**config.mk**
```make
export PLATFORM = sky130hd
export DESIGN_NAME = ddram_arb
export DESIGN_NICKNAME = d
export VERILOG_FILES = /design/src/rtl/ddram_arb.sv
export SDC_FILE = /design/constraint.sdc
export NUM_CORES = 1
export LEC_CHECK = 0
export CELL_PAD_IN_SITES_DETAIL_PLACEMENT = 0
export CELL_PAD_IN_SITES_GLOBAL_PLACEMENT = 1
export CORE_AREA = 3 3 205 207
export CTS_CLUSTER_SIZE = 28
export DETAILED_ROUTE_END_ITERATION = 7
export DIE_AREA = 0 0 208 210
export GPL_ROUTABILITY_DRIVEN = 0
export PLACE_DENSITY_LB_ADDON = 0.1
export SYNTH_ARGS = -nofsm -noshare
export SYNTH_HDL_FRONTEND = slang
export SYNTH_SLANG_ARGS = --single-unit
```
**constraint.sdc**
```tcl
create_clock -name clk -period 7 [get_ports clk]
set_input_delay 1.4 -clock clk [delete_from_list [all_inputs] [get_ports clk]]
set_output_delay 1.4 -clock clk [all_outputs]
set_load 0.005 [all_outputs]
```
**src/rtl/ddram_arb.sv**
```systemverilog
// rtl/ddram_arb.sv - two-port arbiter/sequencer for the DDRAM Avalon-style port
// One command outstanding at a time; read beats are counted and steered to the granted port.
module ddram_arb #(
  parameter bit RR_EN     = 1'b1,
  parameter int MAX_BURST = 64
) (
  input  logic        clk,
  input  logic        _rst,
  input  logic        a_req,
  input  logic        a_we,
  input  logic [28:0] a_addr,
  input  logic [7:0]  a_burst,
  input  logic [63:0] a_wdata,
  input  logic [7:0]  a_be,
  output logic        a_ack,
  output logic [63:0] a_rdata,
  output logic        a_rvalid,
  input  logic        b_req,
  input  logic        b_we,
  input  logic [28:0] b_addr,
  input  logic [7:0]  b_burst,
  input  logic [63:0] b_wdata,
  input  logic [7:0]  b_be,
  output logic        b_ack,
  output logic [63:0] b_rdata,
  output logic        b_rvalid,
  input  logic        ddr_busy,
  output logic        ddr_rd,
  output logic        ddr_we,
  output logic [28:0] ddr_addr,
  output logic [7:0]  ddr_burstcnt,
  output logic [63:0] ddr_din,
  output logic [7:0]  ddr_be,
  input  logic [63:0] ddr_dout,
  input  logic        ddr_dout_ready,
  output logic        owner
);

  localparam logic [7:0] MAX_B = 8'(MAX_BURST);

  typedef enum logic [1:0] {IDLE, ISSUE, RDWAIT} state_t;

  state_t      state, state_nx;
  logic        rr_ptr;
  logic [7:0]  beat_cnt;
  logic        win_b, win_we, grant, accept, beat;
  logic [28:0] win_addr;
  logic [7:0]  win_burst, eff_burst, win_be;
  logic [63:0] win_wdata;

  always_comb begin
    win_b = 1'b0;
    if (a_req && b_req) win_b = RR_EN ? rr_ptr : 1'b0;
    else                win_b = b_req;
    win_we    = win_b ? b_we    : a_we;
    win_addr  = win_b ? b_addr  : a_addr;
    win_burst = win_b ? b_burst : a_burst;
    win_wdata = win_b ? b_wdata : a_wdata;
    win_be    = win_b ? b_be    : a_be;
    eff_burst = win_burst;
    if (win_burst == 8'd0)      eff_burst = 8'd1;
    else if (win_burst > MAX_B) eff_burst = MAX_B;
  end

  // The cycle carrying an ack is never a grant cycle: the acked requester
  // still shows req high then, and the other port waits one evaluation.
  assign grant  = (state == IDLE) && (a_req || b_req) && !a_ack && !b_ack;
  assign accept = (state == ISSUE) && (ddr_rd || ddr_we) && !ddr_busy;
  assign beat   = ddr_dout_ready && ((accept && ddr_rd) || (state == RDWAIT));

  always_ff @(posedge clk or negedge _rst) begin
    if (!_rst) state <= IDLE;
    else       state <= state_nx;
  end

  always_comb begin
    state_nx = state;
    case (state)
      IDLE:    if (grant) state_nx = ISSUE;
      ISSUE: begin
        if (accept) begin
          if (ddr_we)                                state_nx = IDLE;
          else if (beat && ddr_burstcnt == 8'd1)     state_nx = IDLE;
          else                                       state_nx = RDWAIT;
        end
      end
      RDWAIT:  if (beat && beat_cnt == 8'd1) state_nx = IDLE;
      default: state_nx = IDLE;
    endcase
  end

  always_ff @(posedge clk or negedge _rst) begin
    if (!_rst) begin
      rr_ptr       <= 1'b0;
      owner        <= 1'b0;
      beat_cnt     <= 8'd0;
      ddr_rd       <= 1'b0;
      ddr_we       <= 1'b0;
      ddr_addr     <= 29'd0;
      ddr_burstcnt <= 8'd0;
      ddr_din      <= 64'd0;
      ddr_be       <= 8'd0;
      a_ack        <= 1'b0;
      b_ack        <= 1'b0;
      a_rdata      <= 64'd0;
      b_rdata      <= 64'd0;
      a_rvalid     <= 1'b0;
      b_rvalid     <= 1'b0;
    end else begin
      a_ack    <= 1'b0;
      b_ack    <= 1'b0;
      a_rvalid <= 1'b0;
      b_rvalid <= 1'b0;
      if (grant) begin
        owner        <= win_b;
        ddr_rd       <= !win_we;
        ddr_we       <= win_we;
        ddr_addr     <= win_addr;
        ddr_burstcnt <= win_we ? 8'd1 : eff_burst;
        ddr_din      <= win_wdata;
        ddr_be       <= win_be;
        if (RR_EN && a_req && b_req) rr_ptr <= !win_b;
      end
      if (accept) begin
        ddr_rd <= 1'b0;
        ddr_we <= 1'b0;
        a_ack  <= !owner;
        b_ack  <= owner;
        if (ddr_rd) beat_cnt <= ddr_burstcnt - 8'(beat);
      end else if (state == RDWAIT && beat) begin
        beat_cnt <= beat_cnt - 8'd1;
      end
      if (beat) begin
        if (owner) begin
          b_rdata  <= ddr_dout;
          b_rvalid <= 1'b1;
        end else begin
          a_rdata  <= ddr_dout;
          a_rvalid <= 1'b1;
        end
      end
    end
  end

endmodule
```
# == After elaboration in Yosys (flattened, before gate mapping) ==
# Cells that the tools add are included.
# word_totals
register_bits,255
out_inout_bits,244
in_bits,290
# classes
eq_ne,8
n_reduce_logical,29
bitwise,1
n_addsub,2
mux,28
n_lt_le_gt_ge,1
# ops
operator,count
$mux 64,1
$mux 8,8
$mux 29,1
$eq 8x1->1 const B,2
$mux 1,12
$logic_and 1x1->1,11
$mux 2,5
$gt 8x7->1 const B,1
$logic_not 8->1,1
$reduce_and 2->1,4
$sub 8x1->8,1
$sub 8x1->8 const B,1
$logic_not 1->1,6
$ne 2x2->1 const B,3
$pmux 2 s3,1
$reduce_bool 2->1,2
$logic_or 1x1->1,3
$reduce_and 3->1,1
$eq 2x1->1 const B,1
$eq 2x2->1 const B,1
$logic_not 2->1,1
$ne 2x1->1 const B,1
$not 1->1,1

# == Logic depth before layout (Yosys ltp) ==
# Gate-level depths: netlist of the first run.
# logic_depth
ltp_word,11
mapped_depth,8
ltp_nobuf,8

# == Least setup slack after synthesis of the first run ==
# Ideal clock, no wire load.
# synth_path
path_type,input to register
start,in ddr_busy
end,reg beat_cnt[6]
required_ns,6.874
slack_ns,3.764
path_stages,8
n_path_buf,0
arrival_time_ns,3.110
setup_time_ns,0.126
path_cell_list,and4bb_4 -> o21a_4 -> ha_1 -> ha_1 -> nor3b_1 -> nor3b_1 -> xor2_1 -> a221o_1
# synth_between
elab_chain_cells,8
# synth_rtl
element,line,text
"start, declared",27,"input logic ddr_busy,"
$logic_not 1->1 *,68,assign accept = (state == ISSUE) && (ddr_rd || ddr_we) && !ddr_busy;
$logic_and 1x1->1 *,68,
$logic_and 1x1->1,69,assign beat = ddr_dout_ready && ((accept && ddr_rd) || (state == RDWAIT));
$logic_or 1x1->1,69,
$logic_and 1x1->1,69,
$sub 8x1->8 / $logic_and 1x1->1 (equally long branches),"129, 130",
$mux 8 / $reduce_bool 2->1 (equally long branches),-,
$mux 8 / $reduce_and 2->1 (equally long branches),-,
"end signal, assigned",129,if (ddr_rd) beat_cnt <= ddr_burstcnt - 8'(beat);
"end signal, assigned",131,beat_cnt <= beat_cnt - 8'd1;
"end, declared",45,logic [7:0] beat_cnt;
# Mark *: on every way between the ends. The rest lies on a longest branch, timed or not. The select of a mux whose other input is x is not followed.
# A chain may end at the register's enable or synchronous reset.

# == Worst setup path in the final report of the first run ==
# layout_path
start,in a_req
end,reg ddr_din[53]
# layout_between
elab_chain_cells,4
# layout_rtl
element,line,text
"start, declared",9,"input logic a_req,"
$logic_or 1x1->1,67,assign grant = (state == IDLE) && (a_req || b_req) && !a_ack && !b_ack;
$logic_and 1x1->1 (3 in series),67,
"end signal, assigned",120,ddr_din <= win_wdata;
"end, declared",32,"output logic [63:0] ddr_din,"
# Parallel ways exist; a longest one is shown, timed or not.

==> impl_results.html, run 1 <==
<table>
<tr><th>Metric</th><th>Value</th></tr>
<tr><th colspan="2">Critical path</th></tr>
<tr><td>Critical Path End Type</td><td>register</td></tr>
<tr><td>Largest driver fanout on the critical path</td><td>75</td></tr>
<tr><td>Worst setup path class</td><td>in2reg</td></tr>
<tr><td>CP Launch Type</td><td>primary input</td></tr>
<tr><td>Required time at the endpoint of the critical path</td><td>7420 ps</td></tr>
<tr><td>Worst path max stage delay</td><td>~650 ps</td></tr>
<tr><td>Data arrival time of the worst path</td><td>3950 ps</td></tr>
<tr><td>Standard cell with the maximum stage delay on the critical path</td><td>buf_4</td></tr>
<tr><td>Crit-path cells</td><td>clkdlybuf4s50_1 &gt; nand2b_1 &gt; nand2_8 &gt; buf_4 &gt; mux2i_1 &gt; o21ai_1</td></tr>
<tr><th colspan="2">Synth</th></tr>
<tr><td>Most frequently used flop master after synthesis</td><td>dfrtp_1</td></tr>
<tr><td>Synth Cell Area</td><td>11400 sq um</td></tr>
<tr><td>Synth warn</td><td>0</td></tr>
<tr><td>Share of synthesized area occupied by flip-flops and latches</td><td>0.562</td></tr>
<tr><td>Synthesized Nets</td><td>1169</td></tr>
<tr><td>Dominant cells by area after synthesis</td><td>dfrtp_1 (56%), mux2_4 (13%), mux2i_1 (9.4%)</td></tr>
<tr><td>Post-synthesis average cell area</td><td>around 13 sq um</td></tr>
<tr><td>Synth Register Bits</td><td>255</td></tr>
<tr><td>Ys async rst share</td><td>1.00</td></tr>
<tr><td>Number of flops mapped to enable cells by yosys</td><td>0</td></tr>
<tr><td>Cell accounting for the most synthesized area</td><td>dfrtp_1</td></tr>
<tr><td>Top cell type's share of synthesized area</td><td>0.562</td></tr>
<tr><td>Number of standard cells after synthesis</td><td>between 800 and 900</td></tr>
<tr><td>Number of unique standard cell types used by synthesis</td><td>60</td></tr>
<tr><th colspan="2">STA</th></tr>
<tr><td>RSZ-0062 raised after global routing</td><td>false</td></tr>
<tr><td>Fin. max-slew vios</td><td>0</td></tr>
<tr><td>Worst slew slack as a fraction of its limit</td><td>0.415</td></tr>
<tr><td>Worst clock skew</td><td>between 10 and 15 ps</td></tr>
<tr><td>Final WS setup</td><td>around 3500 ps</td></tr>
<tr><td>Final hold violation count</td><td>0</td></tr>
<tr><td>Total of endpoints with negative setup slack in the final report</td><td>0</td></tr>
<tr><td>Shortest clock period the worst path allows after layout</td><td>roughly 3500 ps</td></tr>
<tr><td>Final period util</td><td>0.504</td></tr>
<tr><td>Slew at the pin closest to its max-slew limit</td><td>about 880 ps</td></tr>
<tr><td>Maximum clock rate</td><td>between 0.2 and 0.3 GHz</td></tr>
<tr><td>Total Neg Setup Slack</td><td>0 ps</td></tr>
<tr><th colspan="2">Global route</th></tr>
<tr><td>GRT Util Overall</td><td>0.179</td></tr>
<tr><td>Via count of the first global-routing pass</td><td>about 9000</td></tr>
<tr><td>Largest net degree at the start of global routing</td><td>80</td></tr>
<tr><td>Overflow left after global routing</td><td>0</td></tr>
<tr><td>First-pass GRT wire length</td><td>60300 um</td></tr>
<tr><td>Number of antenna violations at the first check in global routing</td><td>6</td></tr>
<tr><th colspan="2">Route</th></tr>
<tr><td>Detailed-routing iteration count for the pre-antenna-repair pass</td><td>4</td></tr>
<tr><td>Number of vias per cell</td><td>4.41</td></tr>
<tr><td>Iteration-0 DRC count of the detailed router</td><td>roughly 340</td></tr>
<tr><td>Via total after detailed routing</td><td>around 8600</td></tr>
<tr><td>Total DRC errors in the routed layout</td><td>0</td></tr>
<tr><td>Total detailed-routing wirelength</td><td>between 40000 and 50000 um</td></tr>
<tr><td>Antenna Violating Nets Remaining</td><td>0</td></tr>
<tr><td>Wire per inst</td><td>20.9 um</td></tr>
<tr><th colspan="2">Die</th></tr>
<tr><td>Width of the die</td><td>about 210 um</td></tr>
<tr><td>Initial core utilization</td><td>0.280</td></tr>
<tr><td>Ports</td><td>roughly 530</td></tr>
<tr><td>Total core area</td><td>just over 40000 sq um</td></tr>
<tr><td>Die outline height</td><td>around 210 um</td></tr>
<tr><td>Site row count</td><td>74</td></tr>
<tr><td>Die area</td><td>~44000 sq um</td></tr>
<tr><th colspan="2">Finish</th></tr>
<tr><td>Nets</td><td>around 1700</td></tr>
<tr><td>Design area</td><td>approximately 18000 sq um</td></tr>
<tr><td>Final cell count without fillers</td><td>1952</td></tr>
<tr><td>Commonest cells after routing, fill and taps aside</td><td>clkdlybuf4s50_1 (532), dfrtp_1 (255), nand2_1 (111)</td></tr>
<tr><td>Layout filler cell count</td><td>approximately 4000</td></tr>
<tr><td>Most frequent standard cell in the layout excluding fill and tap cells</td><td>clkdlybuf4s50_1</td></tr>
<tr><td>Share of cells above drive strength 1</td><td>0.118</td></tr>
<tr><td>Area growth syn-to-layout</td><td>59.8%</td></tr>
<tr><th colspan="2">CTS</th></tr>
<tr><td>TritonCTS clock tree</td><td>built</td></tr>
<tr><td>Clock latency of the later-clocked register in the worst-skew pair</td><td>approximately 570 ps</td></tr>
<tr><td>Hold buffer count at cts</td><td>0</td></tr>
<tr><td>Number of H-tree levels</td><td>1</td></tr>
<tr><td>Max Buffers Root-to-Sink</td><td>3</td></tr>
<tr><td>Clock buffer count from CTS</td><td>31</td></tr>
<tr><td>Root buffer cell</td><td>clkbuf_16</td></tr>
<tr><td>Count of instances resized after the clock tree is built</td><td>0</td></tr>
<tr><td>Clk sink count</td><td>approximately 260</td></tr>
<tr><td># Post-CTS Setup Buffers</td><td>0</td></tr>
<tr><td>Clk pin slew, worst setup/hold paths</td><td>about 60 ps</td></tr>
<tr><th colspan="2">Place</th></tr>
<tr><td>Quantity of I/O buffers inserted on ports</td><td>533</td></tr>
<tr><td>Dpl cells</td><td>roughly 1900</td></tr>
<tr><td>Instance area at placement</td><td>between 15000 and 20000 sq um</td></tr>
<tr><td>Worst setup timing slack at the placement stage</td><td>about 2900 ps</td></tr>
<tr><td>Post-DP HPWL</td><td>31200 um</td></tr>
<tr><th colspan="2">Pwr</th></tr>
<tr><td>Areal power density over the cells</td><td>around 190 nW/um^2</td></tr>
<tr><td>Maximum VDD drop</td><td>about 0.12 mV</td></tr>
<tr><td>Overall power after layout</td><td>about 3.4 mW</td></tr>
<tr><td>Leakage power total</td><td>about 8.7 nW</td></tr>
<tr><th colspan="2">Outcome</th></tr>
<tr><td>Result of the run</td><td>finished clean</td></tr>
<tr><th colspan="2">Job</th></tr>
<tr><td>Max-capacitance violation count</td><td>0</td></tr>
<tr><th colspan="2">Min path</th></tr>
<tr><td>Min-Delay Path Class</td><td>reg2reg</td></tr>
</table>
-- cell families after synthesis --
family	Yosys count	synth area share
AND/OR/NAND/NOR	163	0.0662
buffers and inverters	61	0.0323
XOR/XNOR	7	0.00540
multiplexers	236	0.255
AO/OA/AOI/OAI	147	0.0740
flip-flops	255	0.562
adder cells (fa/ha/maj)	5	0.00551
-- layout make-up --
cell class                 count  area (sq um)  share of cell area
multi-input combinational    558          4640               0.256
antenna                        2          5.00            0.000276
clock inverter                11           151             0.00834
tap                          532           666              0.0367
sequential                   255          6380               0.352
inverter                       8          30.0             0.00165
timing repair buffer         542          5410               0.298
clock buffer                  44           865              0.0476
-- stage by stage --
| stage | hold slack (ps) | utilization |
|---|---|---|
| after floorplan | 459 | - |
| after global placement | 461 | 0.422 |
| after detailed placement | 469 | 0.422 |
| after CTS | 482 | 0.447 |
| after global routing | 502 | 0.447 |
| final | 475 | 0.448 |
-- worst max-delay path, delay by kind of cell --
family / cells / cell delay, ps
AO/OA/AOI/OAI: 1 / 80
buffers and inverters: 2 / 1240
multiplexers: 1 / 280
AND/OR/NAND/NOR: 2 / 820
-- registers in the layout, indices dropped and copies added (netlist names) --
| signal | count |
|---|---|
| ddr_rd | 1 |
| rr_ptr | 1 |
| b_ack | 1 |
| b_rvalid | 1 |
| owner | 1 |
| ddr_din | 64 |
| ddr_be | 8 |
| ddr_we | 1 |
| a_ack | 1 |
| ddr_burstcnt | 8 |
| a_rvalid | 1 |
| beat_cnt | 8 |
| ddr_addr | 29 |
| state | 2 |
| a_rdata | 64 |
| b_rdata | 64 |
-- layer usage --
layer,GRT usage,wire length [um]
met1,0.221,16600
met2,0.296,19300
met3,0.0722,3880
met5,0,44
met4,0.0419,964
-- final timing paths --
| kind | slack, ps | end | cells past startpoint | start |
|---|---|---|---|---|
| worst max-delay path | 3470 | ddr_din[53] | 6 | a_req |
| worst min-delay path | 470 | ddr_din[63] | 2 | ddr_din[63] |
| worst max register to register | 4380 | a_rdata[3] | 5 | ddr_rd |
| worst min register to register | 470 | ddr_din[63] | 2 | ddr_din[63] |
| max in group asynchronous | 4820 | a_rdata[58] | 2 | _rst |
| min in group asynchronous | 810 | b_rdata[49] | 1 | _rst |
-- cell usage after synthesis (3+ instances only) --
master    number
a21oi_1        4
a221o_1        3
and2_1         3
buf_2         23
buf_4          3
buf_6         13
clkbuf_1      14
dfrtp_1      255
ha_1           5
inv_1          8
mux2_1        30
mux2_4        98
mux2i_1      107
nand2_1      112
nor2_1        11
nor3_1         5
nor3b_1        3
nor4_1         6
o21ai_0       35
o21ai_1       84
xnor2_1        5
-- where the power goes --
part	total (mW)	switching (mW)	internal (mW)	leakage (nW)
clock network	1.61	0.644	0.968	0.498
registers	1.47	0	1.47	3.55
logic	0.274	0.0981	0.175	4.61
total	3.36	0.742	2.62	8.66
(Power assumes the default switching activity.)
==> run 2: changes to the inputs <==
==> constraint.sdc (replaced) <==
create_clock -name clk -period 3.64 [get_ports clk]
set_input_delay 0.728 -clock clk [delete_from_list [all_inputs] [get_ports clk]]
set_output_delay 0.728 -clock clk [all_outputs]
set_load 0.005 [all_outputs]
==> run 2 against run 1 <==
  * Global-route usage rose by 0.094 points
  * Critical path depth rose by 3
  * Worst hold slack got worse by 360 ps
  * Combinational power rose by 97%
  * First-iteration DRC count fell by 7.6%
  * Wire length fell by 0.63%
  * Core utilization rose by 0.43 points
  * Critical path type unchanged
  * Flip-flop and latch count did not move
==> impl_results.html, run 2 (synthesis gave the netlist of run 1 again) <==
<table>
<tr><th>Metric</th><th>Value</th></tr>
<tr><th colspan="2">Min path</th></tr>
<tr><td>Min-Delay Path Class</td><td>in2async</td></tr>
<tr><th colspan="2">CTS</th></tr>
<tr><td>Clock latency of the later-clocked register in the worst-skew pair</td><td>560 ps</td></tr>
<tr><td>Clk sink count</td><td>255</td></tr>
<tr><td>Max Buffers Root-to-Sink</td><td>3</td></tr>
<tr><td>TritonCTS clock tree</td><td>built</td></tr>
<tr><td>Count of instances resized after the clock tree is built</td><td>0</td></tr>
<tr><td>Clock buffer count from CTS</td><td>31</td></tr>
<tr><td>Number of H-tree levels</td><td>1</td></tr>
<tr><td>Clk pin slew, worst setup/hold paths</td><td>60 ps</td></tr>
<tr><td># Post-CTS Setup Buffers</td><td>0</td></tr>
<tr><td>Hold buffer count at cts</td><td>0</td></tr>
<tr><td>Root buffer cell</td><td>clkbuf_16</td></tr>
<tr><th colspan="2">Route</th></tr>
<tr><td>Total DRC errors in the routed layout</td><td>0</td></tr>
<tr><td>Met3 routed WL</td><td>approximately 3800 um</td></tr>
<tr><td>Via total after detailed routing</td><td>roughly 8600</td></tr>
<tr><td>Highest metal layer used by the detailed router</td><td>met5</td></tr>
<tr><td>Wire per inst</td><td>slightly above 20 um</td></tr>
<tr><td>Antenna Violating Nets Remaining</td><td>0</td></tr>
<tr><td>Routed met2 length</td><td>19400 um</td></tr>
<tr><td>Iteration-0 DRC count of the detailed router</td><td>around 320</td></tr>
<tr><td>Total detailed-routing wirelength</td><td>40500 um</td></tr>
<tr><td>Detailed-routing iteration count for the pre-antenna-repair pass</td><td>4</td></tr>
<tr><td>Number of vias per cell</td><td>about 4.4</td></tr>
<tr><td>Met1 Routed Length</td><td>roughly 17000 um</td></tr>
<tr><th colspan="2">STA</th></tr>
<tr><td>Worst slew slack as a fraction of its limit</td><td>0.451</td></tr>
<tr><td>Slew at the pin closest to its max-slew limit</td><td>between 800 and 900 ps</td></tr>
<tr><td>Total of endpoints with negative setup slack in the final report</td><td>0</td></tr>
<tr><td>Shortest clock period the worst path allows after layout</td><td>about 2600 ps</td></tr>
<tr><td>Final period util</td><td>0.716</td></tr>
<tr><td>Total Neg Setup Slack</td><td>0 ps</td></tr>
<tr><td>Fin. max-slew vios</td><td>0</td></tr>
<tr><td>RSZ-0062 raised after global routing</td><td>false</td></tr>
<tr><td>Worst clock skew</td><td>9.71 ps</td></tr>
<tr><td>Final hold violation count</td><td>0</td></tr>
<tr><td>Worst hold slack</td><td>117 ps</td></tr>
<tr><td>Maximum clock rate</td><td>around 0.38 GHz</td></tr>
<tr><th colspan="2">Die</th></tr>
<tr><td>Die area</td><td>about 44000 sq um</td></tr>
<tr><td>Site row count</td><td>74</td></tr>
<tr><td>Initial core utilization</td><td>0.280</td></tr>
<tr><td>Width of the die</td><td>around 210 um</td></tr>
<tr><td>Die outline height</td><td>between 200 and 250 um</td></tr>
<tr><td>Total core area</td><td>roughly 41000 sq um</td></tr>
<tr><td>Ports</td><td>approximately 530</td></tr>
<tr><th colspan="2">Global route</th></tr>
<tr><td>Number of antenna violations at the first check in global routing</td><td>5</td></tr>
<tr><td>Overflow left after global routing</td><td>0</td></tr>
<tr><td>GRT Util Overall</td><td>0.180</td></tr>
<tr><td>Via count of the first global-routing pass</td><td>about 9000</td></tr>
<tr><td>Largest net degree at the start of global routing</td><td>about 140</td></tr>
<tr><td>First-pass GRT wire length</td><td>between 60000 and 70000 um</td></tr>
<tr><th colspan="2">Finish</th></tr>
<tr><td>Share of the core filled with cells in the final layout</td><td>0.452</td></tr>
<tr><td>Most frequent standard cell in the layout excluding fill and tap cells</td><td>clkdlybuf4s50_1</td></tr>
<tr><td>Nets</td><td>between 1500 and 2000</td></tr>
<tr><td>Area taken by multi-input logic gates</td><td>~4600 sq um</td></tr>
<tr><td>Largest regs</td><td>a_rdata: 64 flops, b_rdata: 64 flops, ddr_din: 64 flops</td></tr>
<tr><td>Layout filler cell count</td><td>3857</td></tr>
<tr><td>Commonest cells after routing, fill and taps aside</td><td>clkdlybuf4s50_1 (532), dfrtp_1 (255), nand2_1 (111)</td></tr>
<tr><td>Area growth syn-to-layout</td><td>61.4%</td></tr>
<tr><td>FF/Latch Area</td><td>approximately 6400 sq um</td></tr>
<tr><td>Share of cells above drive strength 1</td><td>0.128</td></tr>
<tr><th colspan="2">Critical path</th></tr>
<tr><td>Worst setup path class</td><td>in2reg</td></tr>
<tr><td>Required time at the endpoint of the critical path</td><td>between 4000 and 5000 ps</td></tr>
<tr><td>CP Launch Type</td><td>primary input</td></tr>
<tr><td>Data arrival time of the worst path</td><td>around 3100 ps</td></tr>
<tr><td>Beginning of the critical path</td><td>ddr_busy</td></tr>
<tr><td>Critical Path End Type</td><td>register</td></tr>
<tr><td>Startpoint of the worst register-to-register path</td><td>state[1]</td></tr>
<tr><td>Largest driver fanout on the critical path</td><td>6</td></tr>
<tr><th colspan="2">Place</th></tr>
<tr><td>Post-DP HPWL</td><td>~31000 um</td></tr>
<tr><td>Quantity of I/O buffers inserted on ports</td><td>533</td></tr>
<tr><th colspan="2">Job</th></tr>
<tr><td>Max-capacitance violation count</td><td>0</td></tr>
<tr><th colspan="2">Pwr</th></tr>
<tr><td>Overall power after layout</td><td>6.47 mW</td></tr>
<tr><td>Areal power density over the cells</td><td>353 nW/um^2</td></tr>
<tr><td>Maximum VDD drop</td><td>~0.24 mV</td></tr>
<tr><td>Leakage power total</td><td>around 9 nW</td></tr>
<tr><th colspan="2">Outcome</th></tr>
<tr><td>Result of the run</td><td>finished clean</td></tr>
</table>
-- run 2: cell types whose count changed in the layout (fill, tap and decap cells not counted), sizes merged --
cell / previous run / this run
clkinvlp: 1 / 2
bufinv: 3 / 2
clkbuf: 44 / 45
clkinv: 5 / 6
diode: 2 / 1
buf: 10 / 21
-- run 2: final timing paths --
check / endpoint / depth (start not counted) / slack (ps)
min in group clk: ddr_din[3] / 2 / 470
worst min register to register: ddr_din[3] / 2 / 470
worst max-delay path: beat_cnt[6] / 9 / 1030
max in group asynchronous: ddr_din[34] / 2 / 2510
worst max register to register: beat_cnt[6] / 8 / 1190
worst min-delay path: a_rdata[1] / 1 / 120
-- run 2: where the power goes --
group          switching (mW)  leakage (nW)  internal, mW
clock network            1.23         0.508          1.87
registers                   0          3.55          2.84
logic                   0.194          4.70         0.344
-- run 2: stage by stage --
step	std cells	worst slack (ps)	area [sq um]
detailed placement	1906	457	17300
finish	1964	1030	18300
global route	1963	848	18300
CTS	1963	1070	18300
floorplan	874	1080	11400
global placement	1906	468	17300
-- run 2: worst max-delay path, stage by stage --
cell and delay (ps):
clkdlybuf4s50_1 410, and4bb_4 390, o21a_4 200, ha_1 150, ha_1 160, nor3b_1 280, nor3b_1 260, xor2_1 110
a221o_1 360
-- run 2: layout make-up --
cell class              instances  area share
multi-input cells             558       0.253
repair buffers                553       0.304
flip-flops and latches        255       0.348
clock buffers                  45      0.0496
clock inverters                12     0.00690
inverters                       8     0.00164
diodes                          1    0.000137
well taps                     532      0.0363
-- run 2: metal layers --
metal,track usage,vias to the layer above
met5,0,-
met4,0.0281,10
met3,0.0735,44
met2,0.300,336
met1,0.225,4104
li1,-,4150
